===== src/rtl/prior_cov_pkg.sv =====
// Shared definitions for the prior-covariance engine S = A*P*A^T + Q.
// Optional build macro PRIOR_COV_SAT_EN: when defined, the N-bit narrowing
// saturates on overflow instead of wrapping. Overflow is flagged either way.
package prior_cov_pkg;

  // FSM encoding
  localparam logic [1:0] IDLE = 2'd0;
  localparam logic [1:0] PH_T = 2'd1;
  localparam logic [1:0] PH_S = 2'd2;
  localparam logic [1:0] DONE = 2'd3;

  // Working width for the narrowing helper; wide enough for any legal N/DIM
  localparam int WIDE_W = 128;

  typedef struct packed {
    logic        ovf;
    logic [63:0] val;
  } trunc_t;

  // Accumulator width: full 2N-bit products plus growth for DIM terms
  function automatic int acc_w(input int n, input int dim);
    return 2 * n + $clog2(dim);
  endfunction

  // Row-major flat element index
  function automatic int idx(input int i, input int j, input int dim);
    return i * dim + j;
  endfunction

  // Narrow a wide fixed-point value to bits [frac+n-1:frac]; flag out-of-range
  function automatic trunc_t trunc_sat(input logic signed [WIDE_W-1:0] x,
                                       input int n, input int frac);
    logic signed [WIDE_W-1:0] sh;
    logic signed [WIDE_W-1:0] hi;
    logic signed [WIDE_W-1:0] lo;
    trunc_t r;
    sh       = x >>> frac;
    hi       = '0;
    hi[n-1]  = 1'b1;
    hi       = hi - 128'sd1;
    lo       = -hi - 128'sd1;
    r.ovf    = (sh > hi) || (sh < lo);
    r.val    = sh[63:0];
`ifdef PRIOR_COV_SAT_EN
    if (sh > hi) r.val = hi[63:0];
    else if (sh < lo) r.val = lo[63:0];
`endif
    return r;
  endfunction

endpackage


===== src/rtl/prior_cov_gen_dot.sv =====
// Combinational DIM-lane signed dot product with a wide addend, narrowed to
// N bits with an overflow flag. Shared by both phases of prior_cov_gen.
module prior_cov_dot
  import prior_cov_pkg::*;
#(
  parameter int N    = 20,
  parameter int FRAC = 10,
  parameter int DIM  = 2
) (
  input  logic [DIM*N-1:0]                x_flat,
  input  logic [DIM*N-1:0]                y_flat,
  input  logic signed [acc_w(N,DIM)-1:0]  addend,
  output logic [N-1:0]                    res,
  output logic                            ovf
);

  localparam int AW = acc_w(N, DIM);

  logic signed [2*N-1:0]    prod [DIM];
  logic signed [AW-1:0]     acc;
  logic signed [WIDE_W-1:0] acc_wide;
  trunc_t                   tr;
  logic                     unused_hi;

  // Full-precision products summed with the addend, then narrowed
  always_comb begin
    acc = addend;
    for (int k = 0; k < DIM; k++) begin
      prod[k] = $signed(x_flat[k*N +: N]) * $signed(y_flat[k*N +: N]);
      acc     = acc + {{(AW-2*N){prod[k][2*N-1]}}, prod[k]};
    end
    acc_wide = {{(WIDE_W-AW){acc[AW-1]}}, acc};
    tr       = trunc_sat(acc_wide, N, FRAC);
  end

  assign res       = tr.val[N-1:0];
  assign ovf       = tr.ovf;
  assign unused_hi = ^tr.val[63:N];

endmodule


===== src/rtl/prior_cov_gen.sv =====
// Kalman prior-covariance engine S = A*P*A^T + Q for DIM x DIM fixed point.
// PH_T computes T = P*A^T, PH_S computes S = A*T + Q, one element per cycle
// through a single shared dot-product datapath.
// Handshake: start is sampled only in IDLE or DONE; an accepted start
// captures A/P/Q, busy is high for the 2*DIM^2 compute cycles, and done is a
// one-cycle pulse in the cycle after the last S element is written. start
// while busy is dropped.
// Optional build macro PRIOR_COV_SAT_EN selects saturating narrowing.
module prior_cov_gen
  import prior_cov_pkg::*;
#(
  parameter int N    = 20,
  parameter int FRAC = 10,
  parameter int DIM  = 2
) (
  input  logic                  clk,
  input  logic                  rst_n,
  input  logic                  start,
  input  logic [DIM*DIM*N-1:0]  a_flat,
  input  logic [DIM*DIM*N-1:0]  p_flat,
  input  logic [DIM*DIM*N-1:0]  q_flat,
  output logic                  busy,
  output logic                  done,
  output logic                  ovf,
  output logic [DIM*DIM*N-1:0]  p_prior_flat,
  output logic [1:0]            state_dbg
);

  localparam int AW = acc_w(N, DIM);

  if (DIM < 2 || DIM > 4) begin : g_dim_chk
    $fatal(1, "prior_cov_gen: DIM must be in 2..4");
  end

  logic [1:0]             state;
  logic [DIM*DIM*N-1:0]   a_r, p_r, q_r, t_r;
  logic [1:0]             i_r, j_r;
  logic [DIM*N-1:0]       x_vec, y_vec;
  logic signed [AW-1:0]   addend;
  logic [N-1:0]           dot_res;
  logic                   dot_ovf;
  logic                   last_el;
  int                     cur;

  assign last_el   = (i_r == 2'(DIM-1)) && (j_r == 2'(DIM-1));
  assign cur       = idx(int'(i_r), int'(j_r), DIM);
  assign busy      = (state == PH_T) || (state == PH_S);
  assign done      = (state == DONE);
  assign state_dbg = state;

  // Route operands: PH_T uses row i of P with row j of A; PH_S uses row i of
  // A with column j of T plus Q[i][j] aligned to the product scale
  always_comb begin
    x_vec  = '0;
    y_vec  = '0;
    addend = '0;
    for (int k = 0; k < DIM; k++) begin
      if (state == PH_S) begin
        x_vec[k*N +: N] = a_r[idx(int'(i_r), k, DIM)*N +: N];
        y_vec[k*N +: N] = t_r[idx(k, int'(j_r), DIM)*N +: N];
      end else begin
        x_vec[k*N +: N] = p_r[idx(int'(i_r), k, DIM)*N +: N];
        y_vec[k*N +: N] = a_r[idx(int'(j_r), k, DIM)*N +: N];
      end
    end
    if (state == PH_S) begin
      addend = {{(AW-N){q_r[cur*N+N-1]}}, q_r[cur*N +: N]} <<< FRAC;
    end
  end

  prior_cov_dot #(.N(N), .FRAC(FRAC), .DIM(DIM)) u_dot (
    .x_flat (x_vec),
    .y_flat (y_vec),
    .addend (addend),
    .res    (dot_res),
    .ovf    (dot_ovf)
  );

  // FSM, operand capture, element counters and result registers
  always_ff @(posedge clk or negedge rst_n) begin
    if (!rst_n) begin
      state        <= IDLE;
      a_r          <= '0;
      p_r          <= '0;
      q_r          <= '0;
      t_r          <= '0;
      i_r          <= '0;
      j_r          <= '0;
      ovf          <= 1'b0;
      p_prior_flat <= '0;
    end else begin
      case (state)
        IDLE, DONE: begin
          if (start) begin
            a_r   <= a_flat;
            p_r   <= p_flat;
            q_r   <= q_flat;
            ovf   <= 1'b0;
            i_r   <= '0;
            j_r   <= '0;
            state <= PH_T;
          end else begin
            state <= IDLE;
          end
        end
        PH_T, PH_S: begin
          if (state == PH_T) t_r[cur*N +: N] <= dot_res;
          else               p_prior_flat[cur*N +: N] <= dot_res;
          if (dot_ovf) ovf <= 1'b1;
          if (j_r == 2'(DIM-1)) begin
            j_r <= '0;
            i_r <= last_el ? 2'd0 : i_r + 2'd1;
          end else begin
            j_r <= j_r + 2'd1;
          end
          if (last_el) state <= (state == PH_T) ? PH_S : DONE;
        end
        default: state <= IDLE;
      endcase
    end
  end

endmodule


===== config.mk =====
export PLATFORM = sky130hd
export DESIGN_NAME = prior_cov_gen
export DESIGN_NICKNAME = d
export VERILOG_FILES = /design/src/rtl/prior_cov_pkg.sv /design/src/rtl/prior_cov_gen_dot.sv /design/src/rtl/prior_cov_gen.sv
export SDC_FILE = /design/constraint.sdc
export NUM_CORES = 2
export LEC_CHECK = 0
export BUFFER_PORTS_ARGS = -buffer_cell sky130_fd_sc_hd__buf_4
export CORE_UTILIZATION = 60
export CTS_CLUSTER_DIAMETER = 200
export CTS_CLUSTER_SIZE = 8
export DETAILED_ROUTE_END_ITERATION = 8
export GPL_TIMING_DRIVEN = 0
export PLACE_DENSITY = 0.79
export SLEW_MARGIN = 20
export SYNTH_ARGS = -nofsm -noshare
export SYNTH_HDL_FRONTEND = slang
export SYNTH_SLANG_ARGS = --single-unit

===== constraint.sdc =====
create_clock -name clk -period 19.9 [get_ports clk]
set_input_delay 4.975 -clock clk [delete_from_list [all_inputs] [get_ports clk]]
set_output_delay 4.975 -clock clk [all_outputs]
set_load 0.02 [all_outputs]

======== Yosys cells after proc, flatten, opt, wreduce, memory -nomap -nowiden ========
Cells that the tools add are included.
cells by class
  $add $sub $neg .......................... 11
  multiply operators ...................... 9
  $lt $le $gt $ge ......................... 3
  equal/unequal tests ..................... 9
  shifts and indexed selects .............. 11
  mux-type cells .......................... 23
  bitwise gates (word level) .............. 1
  reduce and logical (&&, ||, !) cells .... 11
operators by type and width
  cell                      count
  $shiftx 80x32->20         3
  $shiftx 80x9->20          3
  $bwmux 80                 2
  $shiftx 80x10->20         2
  $add 41x41->41            2
  $mul 20x20->40            2
  $mux 20                   4
  $shift 20x33->80 const A  1
  $shiftx 20x33->80         1
  $shiftx 80x8->20          1
  $mux 41                   1
  $neg 9->33                1
  $add 32x6->32 const B     1
  $lt 32x9->1 const B       1
  $sub 32x2->32 const B     1
  $gt 31x20->1 const B      1
  $lt 31x20->1 const B      1
  $mul 4x3->7 const B       3
  $mul 2x3->5 const B       3
  $pmux 2 s2                3
  $mux 2                    5
  $reduce_and 2->1          5
  $add 3x1->4 const B       2
  $ne 2x2->1 const B        4
  other kinds (14)          25
word-level totals
  register bits ........................... 407
  input port bits ......................... 243
  logic and storage cells ................. 87

======== Depth between registers and ports, before layout ========
  depth after elaboration ................. 14
  depth in mapped cells ................... 52
  depth with buffers taken out ............ 48

======== Modules after synthesis ========
A second synthesis with hierarchy kept.
unflattened totals
  cells, all modules ...................... 5147
  area total of the unflattened synthesis .. 53662.7 um2
by module, submodules not included
  module         times used  cells each  area an instance (um2)
  prior_cov_dot  1           3615        32871.5
  prior_cov_gen  1           1532        20791.2

======== Worst setup path before layout ========
No wires, ideal clock.
  kind .................................... reg2reg
  start point ............................. reg state[0], in the netlist state_dbg[0]
  end point ............................... reg p_prior_flat[70]
  data arrival time ....................... 11.931 ns
  required time ........................... 19.835 ns
  path slack .............................. 7.904 ns
  cell stages (with the launch flop) ...... 49
  buffers on the path ..................... 6
  path through ............................ dfrtp_1 > inv_1 > ha_1 > clkbuf_1 > buf_1 > buf_1 > buf_1 > a211oi_1 > a211oi_1 > clkbuf_1 > nand2_1 > fa_1 > fa_1 > fa_1 > fa_1 > inv_1 > fa_1 > fa_1 > (+13 left out) > o21bai_1 > a21oi_1 > xnor2_1 > fa_1 > inv_1 > ha_1 > clkbuf_1 > a21o_1 > o21bai_1 > and3_1 > a22o_1 > a31oi_4 > xor2_1 > a221o_2 > nand2_1 > nand3_1 > a221oi_1 > mux2_2
on the way
  word-level cells in the longest chain between the ends .. 7
  elaborated cells on any way between the ends .. 16
ends and longest elaborated chain
  what                             line                                                           source
  from (decl)                      prior_cov_gen.sv:35                                            logic [1:0] state;
  from (signal assigned)           prior_cov_gen.sv:116                                           if (last_el) state <= (state == PH_T) ? PH_S : DONE;
  $eq 2x2->1                       prior_cov_gen.sv:58, prior_cov_gen.sv:66, prior_cov_gen.sv:92
  $mux 20                          prior_cov_gen.sv:58                                            if (state == PH_S) begin
  $mul 20x20->40                   prior_cov_gen_dot.sv:29                                        prod[k] = $signed(x_flat[k*N +: N]) * $signed(y_flat[k*N +: N]);
  $add 41x41->41 (2 in series)     prior_cov_gen_dot.sv:30                                        acc = acc + {{(AW-2*N){prod[k][2*N-1]}}, prod[k]};
  $shiftx 20x33->80                prior_cov_gen.sv:108                                           else p_prior_flat[cur*N +: N] <= dot_res;
  $bwmux 80                        prior_cov_gen.sv:108
  to (signal, indexed assignment)  prior_cov_gen.sv:108
  to (decl)                        prior_cov_gen.sv:25                                            output logic [DIM*DIM*N-1:0] p_prior_flat,
Several ways; a longest one is shown, not always the timed one.
A chain may end at the register's enable or synchronous reset.

======== Worst setup path after layout ========
  start point ............................. reg state[0], in the netlist state_dbg[0]
  end point ............................... reg p_prior_flat[30]
The elaborated chain is that of the path after synthesis.

==> results by stage <==
Clock tree:
- The maximum level of the CTS H-tree is 2.
- The cell sitting at the root of the clock tree is a sky130_fd_sc_hd__clkbuf_16.
- The CTS tree is done.
- The number of setup buffers added after CTS is 0.
- The deepest clock path buffer count is 3.
- At the later pin of the worst-skew pair, clock insertion delay measures 700 ps.
- Hold repair after CTS inserted 0 buffers.
- Buffers inserted during clock tree synthesis total 56.
- The clock sink total is just over 400.
- The clock transition at the register clock pins on the worst setup and hold paths after CTS is 60 ps.
- The post-CTS resize count is 0.

Drt:
- The DRC violation total after the first TritonRoute iteration is 5,186.
- Summing over every cut layer, the via total after detailed routing is 44,413.
- For this run, design rule violations remaining after detail routing come to 0.
- The total wire length after detailed routing is 209 mm.
- Dividing the detail-routed wire length by the instance count gives 29.8 um.
- The remaining number of nets flagged by the antenna check after routing is 0.
- The first TritonRoute pass finished after 6 iterations.
- After detailed routing, the number of vias per cell comes to approximately 6.3.

Global route:
- The number of antenna violations at the first check in global routing is 6.
- The first global-routing pass estimated approximately 310 mm of wire.
- The via count of the first global-routing pass was approximately 46,000.
- For this run, the total global-route usage over all layers was measured as 0.477.
- Entering global routing, the biggest net connects 95 pins.
- Summed over all layers, the global routing overflow is 0.

Layout:
- The fraction of layout instances using a drive strength above 1 is 0.149.
- The final net count is 7,227.
- The library cell used most frequently in the layout, excluding fill and tap cells, is sky130_fd_sc_hd__inv_1.
- Leaving out fill and tap cells, the most frequent cells in the layout are sky130_fd_sc_hd__inv_1, sky130_fd_sc_hd__fa_1, sky130_fd_sc_hd__nand2_1.
- Relative to the synthesized area, the layout overhead comes to 11.0%.

Synthesis:
- Of the post-synthesis cell area, the dominant cell type holds 0.329.
- Averaged over all synthesized cells, the footprint is about 9.8 sq um.
- The number of nets handed over by synthesis was around 6,800.
- The leading register cell type out of synthesis is sky130_fd_sc_hd__dfrtp_1.
- For this run, the register share of the synthesized area comes to 0.192.
- The number of distinct library cells after synthesis is just under 90.
- Counting flops with a built-in enable in the synthesized netlist gives 0.
- The Yosys step of the flow raised 0 warnings.
- Ranked by total cell area, the synthesized netlist is headed by sky130_fd_sc_hd__fa_1, sky130_fd_sc_hd__dfrtp_1, sky130_fd_sc_hd__mux2_2.
- The cell area that synthesis handed to floorplanning was 53,000 sq um.
- The cell taking the most area after synthesis is sky130_fd_sc_hd__fa_1.
- The register bit count reported by yosys is 407.
- In the synthesized netlist, the number of instances is 5,429.
- In the synthesized netlist the async set-or-reset flop fraction comes to 1.00.

Critical path:
- The critical path runs through a total of 49 cells.
- The family with the most delay on the worst path is buffers and inverters.
- Along the worst path, the maximum fanout reaches 10.
- The number of cells on the worst reg-to-reg path is 49.
- Data arrives at the worst endpoint at 17,690 ps.
- The nature of the critical path endpoint is a flop.
- The most frequent cell on the critical path is sky130_fd_sc_hd__fa_1.
- The number of buffers and inverters on the critical path is 14.
- For flop-to-flop paths, the worst setup slack is around 2700 ps.
- Data on the critical path is required at its endpoint by 20,400 ps.
- The worst setup path category is reg -> reg.
- The critical path's slowest cell is sky130_fd_sc_hd__clkbuf_1.
- For this run, the slowest stage of the critical path takes 850 ps.
- STA classifies the critical path startpoint as a flop.

Min path:
- The worst hold path belongs to the class reg -> reg.
- Counting instances, the worst hold path has a depth of 2.

Timing:
- The final period utilization is 0.864.
- The worst max-slew margin expressed relative to the limit is 0.131.
- The actual transition at the worst max-transition pin is 1300 ps.
- The setup total negative slack is 0 ps.
- The minimum clock period after layout is 17,180 ps.
- The number of hold violations in the final report came to 0.
- The maximum operating frequency is 58.2 MHz.
- Setup repair after global routing left no endpoint under its margin.
- The final count of pins violating max slew is 0.
- The setup clock skew after layout is 67.2 ps.
- Setup violations remaining at the end of the flow were counted as 0.

Placement:
- At the end of routability-driven placement, the weighted congestion stood at approximately 1.1.
- The detailed placement HPWL is between 150 and 200 mm.
- Input and output buffers added on the ports amount to 327.

Die:
- The overall die area is 89,500 sq um.
- In this run the horizontal extent of the chip is 299 um.
- The top-level port count is 328.
- The effective utilization at floorplan is 0.608.
- The number of standard-cell rows in the floorplan is 108.
- The floorplan step defined a core boundary enclosing 87,200 sq um.
- The vertical extent of the die is 299 um.

Flow run:
- The tool flagged a number of max-cap violations equal to 0.

Outcome:
- The flow ran to the end, and the final reports show no timing, DRC or antenna violations.
[flip-flops by register name, summed over array words and instances, names as in the netlist]
name          flops
t_r              80
state_dbg         2
p_prior_flat     80
ovf               1
a_r              80
j_r               2
p_r              80
q_r              80
i_r               2
[metrics by stage]
stage          hold WS [ps]  std cells   util  area, sq um  setup WS (ps)
2_1_floorplan           444       5429      -        53000           7900
3_3_place_gp            459       6911  0.653        56900           3350
3_5_place_dp            470       6935  0.658        57400           3490
4_1_cts                 480       6995  0.675        58800           3440
5_1_grt                 499       6995  0.675        58800           2580
6_report                480       7000  0.675        58900           2720
[path summary, 6_finish.rpt]
check / startpoint / end
worst max-delay path: state_dbg[0] / p_prior_flat[30]
worst min-delay path: p_prior_flat[48] / p_prior_flat[48]
worst max register to register: state_dbg[0] / p_prior_flat[30]
worst min register to register: p_prior_flat[48] / p_prior_flat[48]
max in group asynchronous: rst_n / a_r[45]
min in group asynchronous: rst_n / t_r[70]
[layout make-up]
type | count | area, sq um
Sequential cell | 407 | 10200
Multi-Input combinational cell | 3822 | 38500
Buffer | 239 | 907
Antenna cell | 5 | 12.5
Tap cell | 1155 | 1450
Clock inverter | 2 | 60.1
Timing Repair Buffer | 351 | 2720
Inverter | 961 | 3610
Clock buffer | 58 | 1430
Fill cell | 6935 | 28300
[metal layers]
metal | track usage | wire length [um]
met4 | 0.334 | 18400
met5 | 0 | 11
met3 | 0.149 | 26900
met1 | 0.590 | 72700
met2 | 0.716 | 90700
[cells by family (layout without fill, tap and decap cells)]
kind of cell / Yosys count / in the layout / synth area share
adder cells (fa/ha/maj): 1146 / 1146 / 0.394
other: 0 / 5 / 0
flip-flops: 407 / 407 / 0.192
AND/OR/NAND/NOR: 1410 / 1410 / 0.114
multiplexers: 460 / 460 / 0.107
XOR/XNOR: 132 / 132 / 0.0220
AO/OA/AOI/OAI: 674 / 674 / 0.0858
buffers and inverters: 1200 / 1611 / 0.0850
[worst register-to-register path, delay by kind of cell, from the launching register on]
kind,cells,cell delay [ps]
fa+ha+maj,11,4950
simple gates,7,1410
buf+inv,14,5120
xor+xnor,2,780
compound gates,15,4260
flops,1,500
[cells in the mapped netlist, types with 65 or more instances]
master	instances
sky130_fd_sc_hd__a211oi_1	117
sky130_fd_sc_hd__a21oi_1	123
sky130_fd_sc_hd__clkbuf_1	206
sky130_fd_sc_hd__dfrtp_1	407
sky130_fd_sc_hd__fa_1	871
sky130_fd_sc_hd__ha_1	275
sky130_fd_sc_hd__inv_1	959
sky130_fd_sc_hd__mux2_2	327
sky130_fd_sc_hd__mux2i_1	79
sky130_fd_sc_hd__nand2_1	556
sky130_fd_sc_hd__nand3_1	65
sky130_fd_sc_hd__nor2_1	541
sky130_fd_sc_hd__nor2b_1	70
sky130_fd_sc_hd__o21ai_0	134
sky130_fd_sc_hd__xnor2_1	88
Power is not shown: default switching activity piles up to over one toggle a cycle in this logic, so the estimate is an artifact.
